`config.mk`:
```
export PLATFORM = sky130hd
export DESIGN_NAME = star_route
export DESIGN_NICKNAME = d
export VERILOG_FILES = /design/src/rtl/star_pkg.sv /design/src/rtl/axis_reg_slice.sv /design/src/rtl/star_route.sv
export SDC_FILE = /design/constraint.sdc
export NUM_CORES = 1
export LEC_CHECK = 0
export ABC_AREA = 1
export BUFFER_PORTS_ARGS = -buffer_cell sky130_fd_sc_hd__buf_2
export CAP_MARGIN = 20
export CORE_UTILIZATION = 44
export DETAILED_ROUTE_END_ITERATION = 10
export PLACE_DENSITY = 0.75
export SYNTH_ARGS = -nofsm -noshare
export SYNTH_HDL_FRONTEND = slang
export SYNTH_SLANG_ARGS = --single-unit
```
`constraint.sdc`:
```
create_clock -name clk -period 1.8 [get_ports clk]
set_input_delay 0 -clock clk [delete_from_list [all_inputs] [get_ports clk]]
set_output_delay 0 -clock clk [all_outputs]
set_load 0.02 [all_outputs]
```
`src/rtl/star_pkg.sv`:
```
// Shared encodings for the star-token router chain: FSM states, route select, header width.
package star_pkg;

    localparam logic [1:0] ST_HEAD  = 2'd0;
    localparam logic [1:0] ST_LOCAL = 2'd1;
    localparam logic [1:0] ST_PASS  = 2'd2;

    localparam logic SEL_LOC = 1'b0;
    localparam logic SEL_NXT = 1'b1;

    localparam int HDR_ADDR_WIDTH = 2;

    // Next route state for an accepted beat; TLAST always closes the packet.
    function automatic logic [1:0] next_state(input logic [1:0] st,
                                              input logic       sel,
                                              input logic       last);
        logic [1:0] ns;
        ns = ST_HEAD;
        if (!last) begin
            case (st)
                ST_HEAD:  ns = (sel == SEL_LOC) ? ST_LOCAL : ST_PASS;
                ST_LOCAL: ns = ST_LOCAL;
                ST_PASS:  ns = ST_PASS;
                default:  ns = ST_HEAD;
            endcase
        end
        return ns;
    endfunction

endpackage

```
`src/rtl/axis_reg_slice.sv`:
```
// Single-entry AXI-Stream register slice; refills in the same cycle it drains.
module axis_reg_slice #(
    parameter int DATA_WIDTH = 8
) (
    input  logic                  clk,
    input  logic                  rst,
    input  logic                  i_load,
    input  logic [DATA_WIDTH-1:0] i_data,
    input  logic                  i_last,
    output logic                  o_ready,
    output logic [DATA_WIDTH-1:0] o_data,
    output logic                  o_valid,
    output logic                  o_last,
    input  logic                  i_ready
);

    logic                  r_valid;
    logic [DATA_WIDTH-1:0] r_data;
    logic                  r_last;

    assign o_ready = !r_valid || i_ready;
    assign o_valid = r_valid;
    assign o_data  = r_data;
    assign o_last  = r_last;

    always_ff @(posedge clk) begin
        if (rst) begin
            r_valid <= 1'b0;
            r_data  <= '0;
            r_last  <= 1'b0;
        end else if (i_load) begin
            r_valid <= 1'b1;
            r_data  <= i_data;
            r_last  <= i_last;
        end else if (i_ready) begin
            r_valid <= 1'b0;
        end
    end

endmodule

```
`src/rtl/star_route.sv`:
```
// Chained AXI-Stream router stage: header address selects local sink or next stage.
// Optional STAR_ROUTE_CNT_EN adds per-output completed-packet counters.
module star_route
    import star_pkg::*;
#(
    parameter int DATA_WIDTH = 8,
    parameter int ADDR_WIDTH = HDR_ADDR_WIDTH,
    parameter int MY_ADDR    = 0
) (
    input  logic                  clk,
    input  logic                  rst,
    input  logic [DATA_WIDTH-1:0] in_TDATA,
    input  logic                  in_TVALID,
    output logic                  in_TREADY,
    input  logic                  in_TLAST,
    output logic [DATA_WIDTH-1:0] loc_TDATA,
    output logic                  loc_TVALID,
    input  logic                  loc_TREADY,
    output logic                  loc_TLAST,
    output logic [DATA_WIDTH-1:0] nxt_TDATA,
    output logic                  nxt_TVALID,
    input  logic                  nxt_TREADY,
    output logic                  nxt_TLAST
`ifdef STAR_ROUTE_CNT_EN
    ,
    output logic [15:0]           loc_pkt_cnt,
    output logic [15:0]           nxt_pkt_cnt
`endif
);

    logic [1:0] r_state;
    logic       w_sel;
    logic       w_hdr_match;
    logic       w_loc_ready;
    logic       w_nxt_ready;
    logic       w_accept;
    logic       w_loc_load;
    logic       w_nxt_load;

    assign w_hdr_match = (in_TDATA[ADDR_WIDTH-1:0] == ADDR_WIDTH'(MY_ADDR));

    // Route is latched at the header; body beats never re-evaluate the address.
    always_comb begin
        w_sel = SEL_NXT;
        case (r_state)
            ST_LOCAL: w_sel = SEL_LOC;
            ST_PASS:  w_sel = SEL_NXT;
            default:  w_sel = w_hdr_match ? SEL_LOC : SEL_NXT;
        endcase
    end

    assign in_TREADY  = (w_sel == SEL_LOC) ? w_loc_ready : w_nxt_ready;
    assign w_accept   = in_TVALID && in_TREADY && !rst;
    assign w_loc_load = w_accept && (w_sel == SEL_LOC);
    assign w_nxt_load = w_accept && (w_sel == SEL_NXT);

    always_ff @(posedge clk) begin
        if (rst) begin
            r_state <= ST_HEAD;
        end else if (w_accept) begin
            r_state <= next_state(r_state, w_sel, in_TLAST);
        end
    end

    axis_reg_slice #(.DATA_WIDTH(DATA_WIDTH)) u_loc_slice (
        .clk     (clk),
        .rst     (rst),
        .i_load  (w_loc_load),
        .i_data  (in_TDATA),
        .i_last  (in_TLAST),
        .o_ready (w_loc_ready),
        .o_data  (loc_TDATA),
        .o_valid (loc_TVALID),
        .o_last  (loc_TLAST),
        .i_ready (loc_TREADY)
    );

    axis_reg_slice #(.DATA_WIDTH(DATA_WIDTH)) u_nxt_slice (
        .clk     (clk),
        .rst     (rst),
        .i_load  (w_nxt_load),
        .i_data  (in_TDATA),
        .i_last  (in_TLAST),
        .o_ready (w_nxt_ready),
        .o_data  (nxt_TDATA),
        .o_valid (nxt_TVALID),
        .o_last  (nxt_TLAST),
        .i_ready (nxt_TREADY)
    );

`ifdef STAR_ROUTE_CNT_EN
    logic [15:0] r_loc_cnt;
    logic [15:0] r_nxt_cnt;

    always_ff @(posedge clk) begin
        if (rst) begin
            r_loc_cnt <= '0;
            r_nxt_cnt <= '0;
        end else begin
            if (loc_TVALID && loc_TREADY && loc_TLAST) r_loc_cnt <= r_loc_cnt + 16'd1;
            if (nxt_TVALID && nxt_TREADY && nxt_TLAST) r_nxt_cnt <= r_nxt_cnt + 16'd1;
        end
    end

    assign loc_pkt_cnt = r_loc_cnt;
    assign nxt_pkt_cnt = r_nxt_cnt;
`endif

endmodule

```
* Word-level counts from Yosys, hierarchy flattened
Index checks and enable logic that the tools add are counted.
Widths: inputs -> output; s select.
** Cells by class
- Equal/unequal tests :: 2
- Muxes and demuxes :: 10
- Bitwise operators :: 1
- Reductions and logical operators :: 13
** Operators by type and width (count)
- $mux 1 :: 6
- $pmux 2 s3 :: 1
- $logic_and 1x1->1 :: 4
- $logic_not 2->1 :: 2
- $mux 2 :: 2
- $reduce_bool 2->1 :: 2
- $logic_not 1->1 :: 3
- $eq 2x1->1 const B :: 1
- $eq 2x2->1 const B :: 1
- $logic_or 1x1->1 :: 2
- $pmux 1 s2 :: 1
- $not 1->1 :: 1
** Word-level totals
- Register bits :: 22
- Input port bits :: 14
- Output and inout bits :: 21
- Word-level logic and storage cells :: 33

* Longest topological paths before layout
- Depth after elaboration :: 8
- Depth in mapped cells :: 9
- Depth with buffers taken out :: 9

* Cells and area by module
From an unflattened synthesis, not the netlist that was laid out.
** Unflattened totals
- Cells, all modules :: 127
- Area total of the unflattened synthesis :: 980.9 µm²
** By module, submodules not included
- axis_reg_slice :: instances 2, cells each 43, area an instance 352.8 µm², sequential area each 200.2 µm²
- star_route :: instances 1, cells each 41, area an instance 275.3 µm², sequential area each 40.0 µm²

* Worst setup path after synthesis
No wires, ideal clock.
- Path type :: flip-flop to flip-flop
- Start point :: register r_state[1]
- End point :: register u_loc_slice.r_last, in the netlist u_loc_slice.o_last
- Library setup time :: 0.114 ns
- Data arrival time :: 1.280 ns
- Required time :: 1.686 ns
- Slack :: 0.406 ns
- Stages on the path, launching flop included :: 10
- Buffers on the path :: 1
- Period minus slack after synthesis :: 1.394 ns
- Cell sequence :: dfxtp_1 > inv_1 > ha_1 > inv_1 > nand2_2 > nand2_2 > nand3_4 > buf_6 > nand3_2 > o21ai_2
** On the way
- Word-level cells in the longest chain between the ends :: 6
- Elaborated cells on any way between the ends :: 8
- Those cells by class :: eq/ne: 2; mux: 2; bitwise: 1; reduce/logical: 3
** Ends and longest elaborated chain
- start: declaration :: RTL line star_route.sv:31 : logic [1:0] r_state;
- start signal: assignment :: RTL line star_route.sv:61 : r_state <= next_state(r_state, w_sel, in_TLAST);
- $eq 2x2->1 or $eq 2x1->1 (tied branches) :: RTL line star_route.sv:45 : case (r_state)
- $pmux 1 s2 (*) :: RTL line star_route.sv:45
- $mux 1 :: RTL line star_route.sv:52 : assign in_TREADY = (w_sel == SEL_LOC) ? w_loc_ready : w_nxt_ready;
- $logic_and 1x1->1 (2 in series) :: RTL line star_route.sv:53 : assign w_accept = in_TVALID && in_TREADY && !rst;
- $logic_and 1x1->1 (*) :: RTL line star_route.sv:54 : assign w_loc_load = w_accept && (w_sel == SEL_LOC);
- end signal: assignment :: RTL line axis_reg_slice.sv:34 : r_last <= i_last;
- end: declaration :: RTL line axis_reg_slice.sv:19 : logic r_last;
Every way passes the cells marked *; elsewhere a longest branch is shown, timed or not.
A chain may end at the register's enable or synchronous reset.

* Worst setup path after layout
- Start point :: register r_state[0]
- End point :: output in_TREADY
** On the way
- Word-level cells in the longest chain between the ends :: 3
- Elaborated cells on any way between the ends :: 4
- Those cells by class :: eq/ne: 2; mux: 2
** Ends and longest elaborated chain
- $eq 2x2->1 or $eq 2x1->1 (tied branches) :: RTL line star_route.sv:45
- $pmux 1 s2 (*) :: RTL line star_route.sv:45
- $mux 1 (*) :: RTL line star_route.sv:52
- end: declaration :: RTL line star_route.sv:14 : output logic in_TREADY,
Marks and branches as above.

==> impl_metrics.py <==
metrics = {
    "global_route": {
        "grt_usage_pct": 18.0,
        "overflow": 0,
        "grt_pass1_vias": 805,
        "grt_max_degree": 21,
        "grt_pass1_wl_um": 3320,
        "grt_antenna_before_repair": 0,
    },
    "pwr": {
        "ir_worst_vdd_uv": 699,
        "p_per_area_nw_per_um2": 782,
        "p_total_mw": 0.981,
        "power_leakage_nw": 0.603,
    },
    "finish": {
        "diodes": 0,
        "seqCellArea_um2": 442,
        "fin_cells": 181,
        "multi_input_area_um2": 410,
        "fin_nets": 172,
        "area_growth_pct": 31.8,
        "layout-drive-gt1-share_pct": 36.4,
        "fin_area_um2": 1250,
        "final_core_util_pct": 62.6,
        "fillers": 173,
    },
    "floorplan": {
        "die-area_um2": 2350,
        "die_w_um": 48.5,
        "io_pins": 35,
        "fp-row-count": 16,
        "core_area_um2": 2000,
        "start_util_pct": 47.5,
        "die_h_um": 48.5,
    },
    "worst_setup_path": {
        "cp_cell_sequence": "inv_1 -> ha_1 -> inv_1 -> nand2_2 -> nand2_4 -> nand2_1 -> and2_1 -> buf_2",
        "slowest_delay_ps": 350,
        "endpoint_kind": "output port",
        "cp.required_ps": 1800,
        "cp_max_fo": 4,
        "crit_family": "simple AND/OR/NAND/NOR gates",
        "worstSetupStartpointType": "flop",
        "worst_path_most_repeated_cell": "inv_1",
        "ff2ff_path_depth": 8,
        "arrival_ps": 1690,
        "crit_slowest_cell": "dfxtp_1",
        "cp_num_cells": 8,
        "critPathBufInv": 3,
        "critical_path_class": "reg2out",
    },
    "logic_synthesis": {
        "synth_top_family_by_area": "simple AND/OR/NAND/NOR gates",
        "synth_edf_count": 0,
        "yosysWarnings": 0,
        "syn_area_um2": 951,
        "ys.flop_type": "dfxtp_1",
        "synth_most_common_cell": "dfxtp_1",
        "syn_nets": 127,
        "async_reset_ff_share_pct": 0,
        "yosys.area_share.simple_pct": 26.1,
        "yosysSeqAreaShare_pct": 46.3,
        "synth_compound_area_share_pct": 13.7,
        "synth_cell_types": 23,
        "synth_adder_area_share_pct": 2.63,
        "synth_area_leaders": "dfxtp_1 46%, nand3_1 8.4%, inv_1 7.5%, o21ai_2 7.4%, o21ai_1 4.2%",
        "synth_common_cells": "22 x dfxtp_1, 19 x inv_1, 16 x nand3_1",
        "ys_ff_latch": 22,
        "muxShareOfSynthArea_pct": 0,
        "avgSynthCellArea_um2": 8.57,
        "syn_inst": 111,
        "synth_top_area_cell": "dfxtp_1",
        "synth-xor-area-share_pct": 0,
        "yosysTopAreaCellShare_pct": 46.3,
    },
    "placed_design": {
        "place.gp.congestion": 0.797,
        "hpwl_um": 1400,
        "dp_cells": 168,
        "pre_cts_slack_ps": 235,
        "placed_area_um2": 1120,
        "io_buffers": 34,
    },
    "cts": {
        "clk_pin_slew_ps": 110,
        "clkSinkCount": 22,
        "postCtsSetupBuffers": 0,
        "max-clock-path-buffers": 2,
        "clock_latency_ps": 300,
        "cts_made_buffers": 3,
        "cts-root-buf": "clkbuf_4",
        "cts_tree": "built",
        "cts-htree-levels": 1,
    },
    "route": {
        "drc": 0,
        "finalWirelength_um": 1940,
        "antenna_left": 0,
        "wl_per_cell_um": 10.7,
        "vias": 842,
        "drt_iter0_drc": 9,
        "drt_first_pass_iters": 4,
        "viasPerCell": 4.65,
    },
    "timing": {
        "rsz0062_at_grt": "false",
        "clock.fmax_mhz": 592,
        "tightest_slew_ps": 329,
        "post-route-period-util_pct": 93.8,
        "fin_setup_tns_ps": 0,
        "slew_headroom_pct": 78.0,
        "fin_ws_ps": 111,
        "fin_worst_skew_ps": 7.82,
        "setup_viol": 0,
        "timing.hold.ws_ps": 60.3,
        "min_period_ps": 1690,
        "slew_violations": 0,
        "hold_viol": 0,
    },
    "hold_path": {
        "hold_depth": 4,
        "holdCritPathClass": "in2reg",
    },
    "run_status": {
        "outcome": "finished, final reports clean",
    },
    "run": {
        "maxCapViolations": 0,
    },
}
==> path summary, 6_finish.rpt <==
path / endpoint / slack [ps] / startpoint
worst max register to register: u_loc_slice.o_data[1] / 230 / r_state[0]
worst min register to register: u_loc_slice.o_data[0] / 480 / u_loc_slice.o_data[0]
worst max-delay path: in_TREADY / 110 / r_state[0]
worst min-delay path: u_nxt_slice.o_valid / 60 / nxt_TREADY
==> worst min-delay path, cell delays in order <==
cell and delay (ps):
buf_2 70, inv_1 30, nand2_1 120, o21ai_0 90
==> layer usage <==
metal,GRT usage [%],wire length (um),vias to the layer above
li1,-,-,447
met1,20.8,897,364
met2,30.8,908,27
met3,6.60,108,4
met4,5.88,23,0
met5,0,0,-
==> cells by family after synthesis <==
kind of cell | count (synthesis)
buffers and inverters | 24
flip-flops | 22
AO/OA/AOI/OAI | 20
AND/OR/NAND/NOR | 43
adder cells (fa/ha/maj) | 2
==> registers in the layout, indices dropped and copies added, names as in the netlist <==
name / count
u_loc_slice.o_data: 8
u_nxt_slice.o_data: 8
r_state: 2
u_loc_slice.o_last: 1
u_loc_slice.o_valid: 1
u_nxt_slice.o_last: 1
u_nxt_slice.o_valid: 1
==> where the power goes <==
part	total (mW)	internal, mW	switching (mW)
Combinational	0.230	0.0863	0.144
Clock	0.209	0.0780	0.131
Sequential	0.542	0.524	0.0179
==> area by class of cell <==
cell class / instances / area share [%]
flip-flops and latches: 22 / 35.2
multi-input cells: 65 / 32.7
repair buffers: 44 / 21.6
inverters: 20 / 5.99
well taps: 27 / 2.69
clock buffers: 3 / 1.80
==> timing repair <==
| item | in CTS | in global routing |
|---|---|---|
| endpoints found under the hold margin | 18 | 0 |
| setup endpoints to repair | 0 | 1 |
| gates resized for setup | 0 | 3 |
| hold buffers | 10 | 0 |
==> cells in the final DEF (no fill, tap or decap), types with 2 or more instances in the layout <==
cell type / Yosys / final
buf_2: 1 / 34
dfxtp_1: 22 / 21
inv_1: 19 / 19
nand3_1: 16 / 16
dlygate4sd3_1: 0 / 10
nand2_1: 9 / 8
o21ai_1: 8 / 8
o21ai_2: 8 / 8
nor2_1: 6 / 6
clkbuf_4: 0 / 3
nor2_2: 2 / 2
nand2_2: 2 / 2
o21ai_0: 2 / 2
nand4_1: 2 / 2
a21oi_1: 2 / 2
ha_1: 2 / 2
Power figures use the tool's default switching activity.
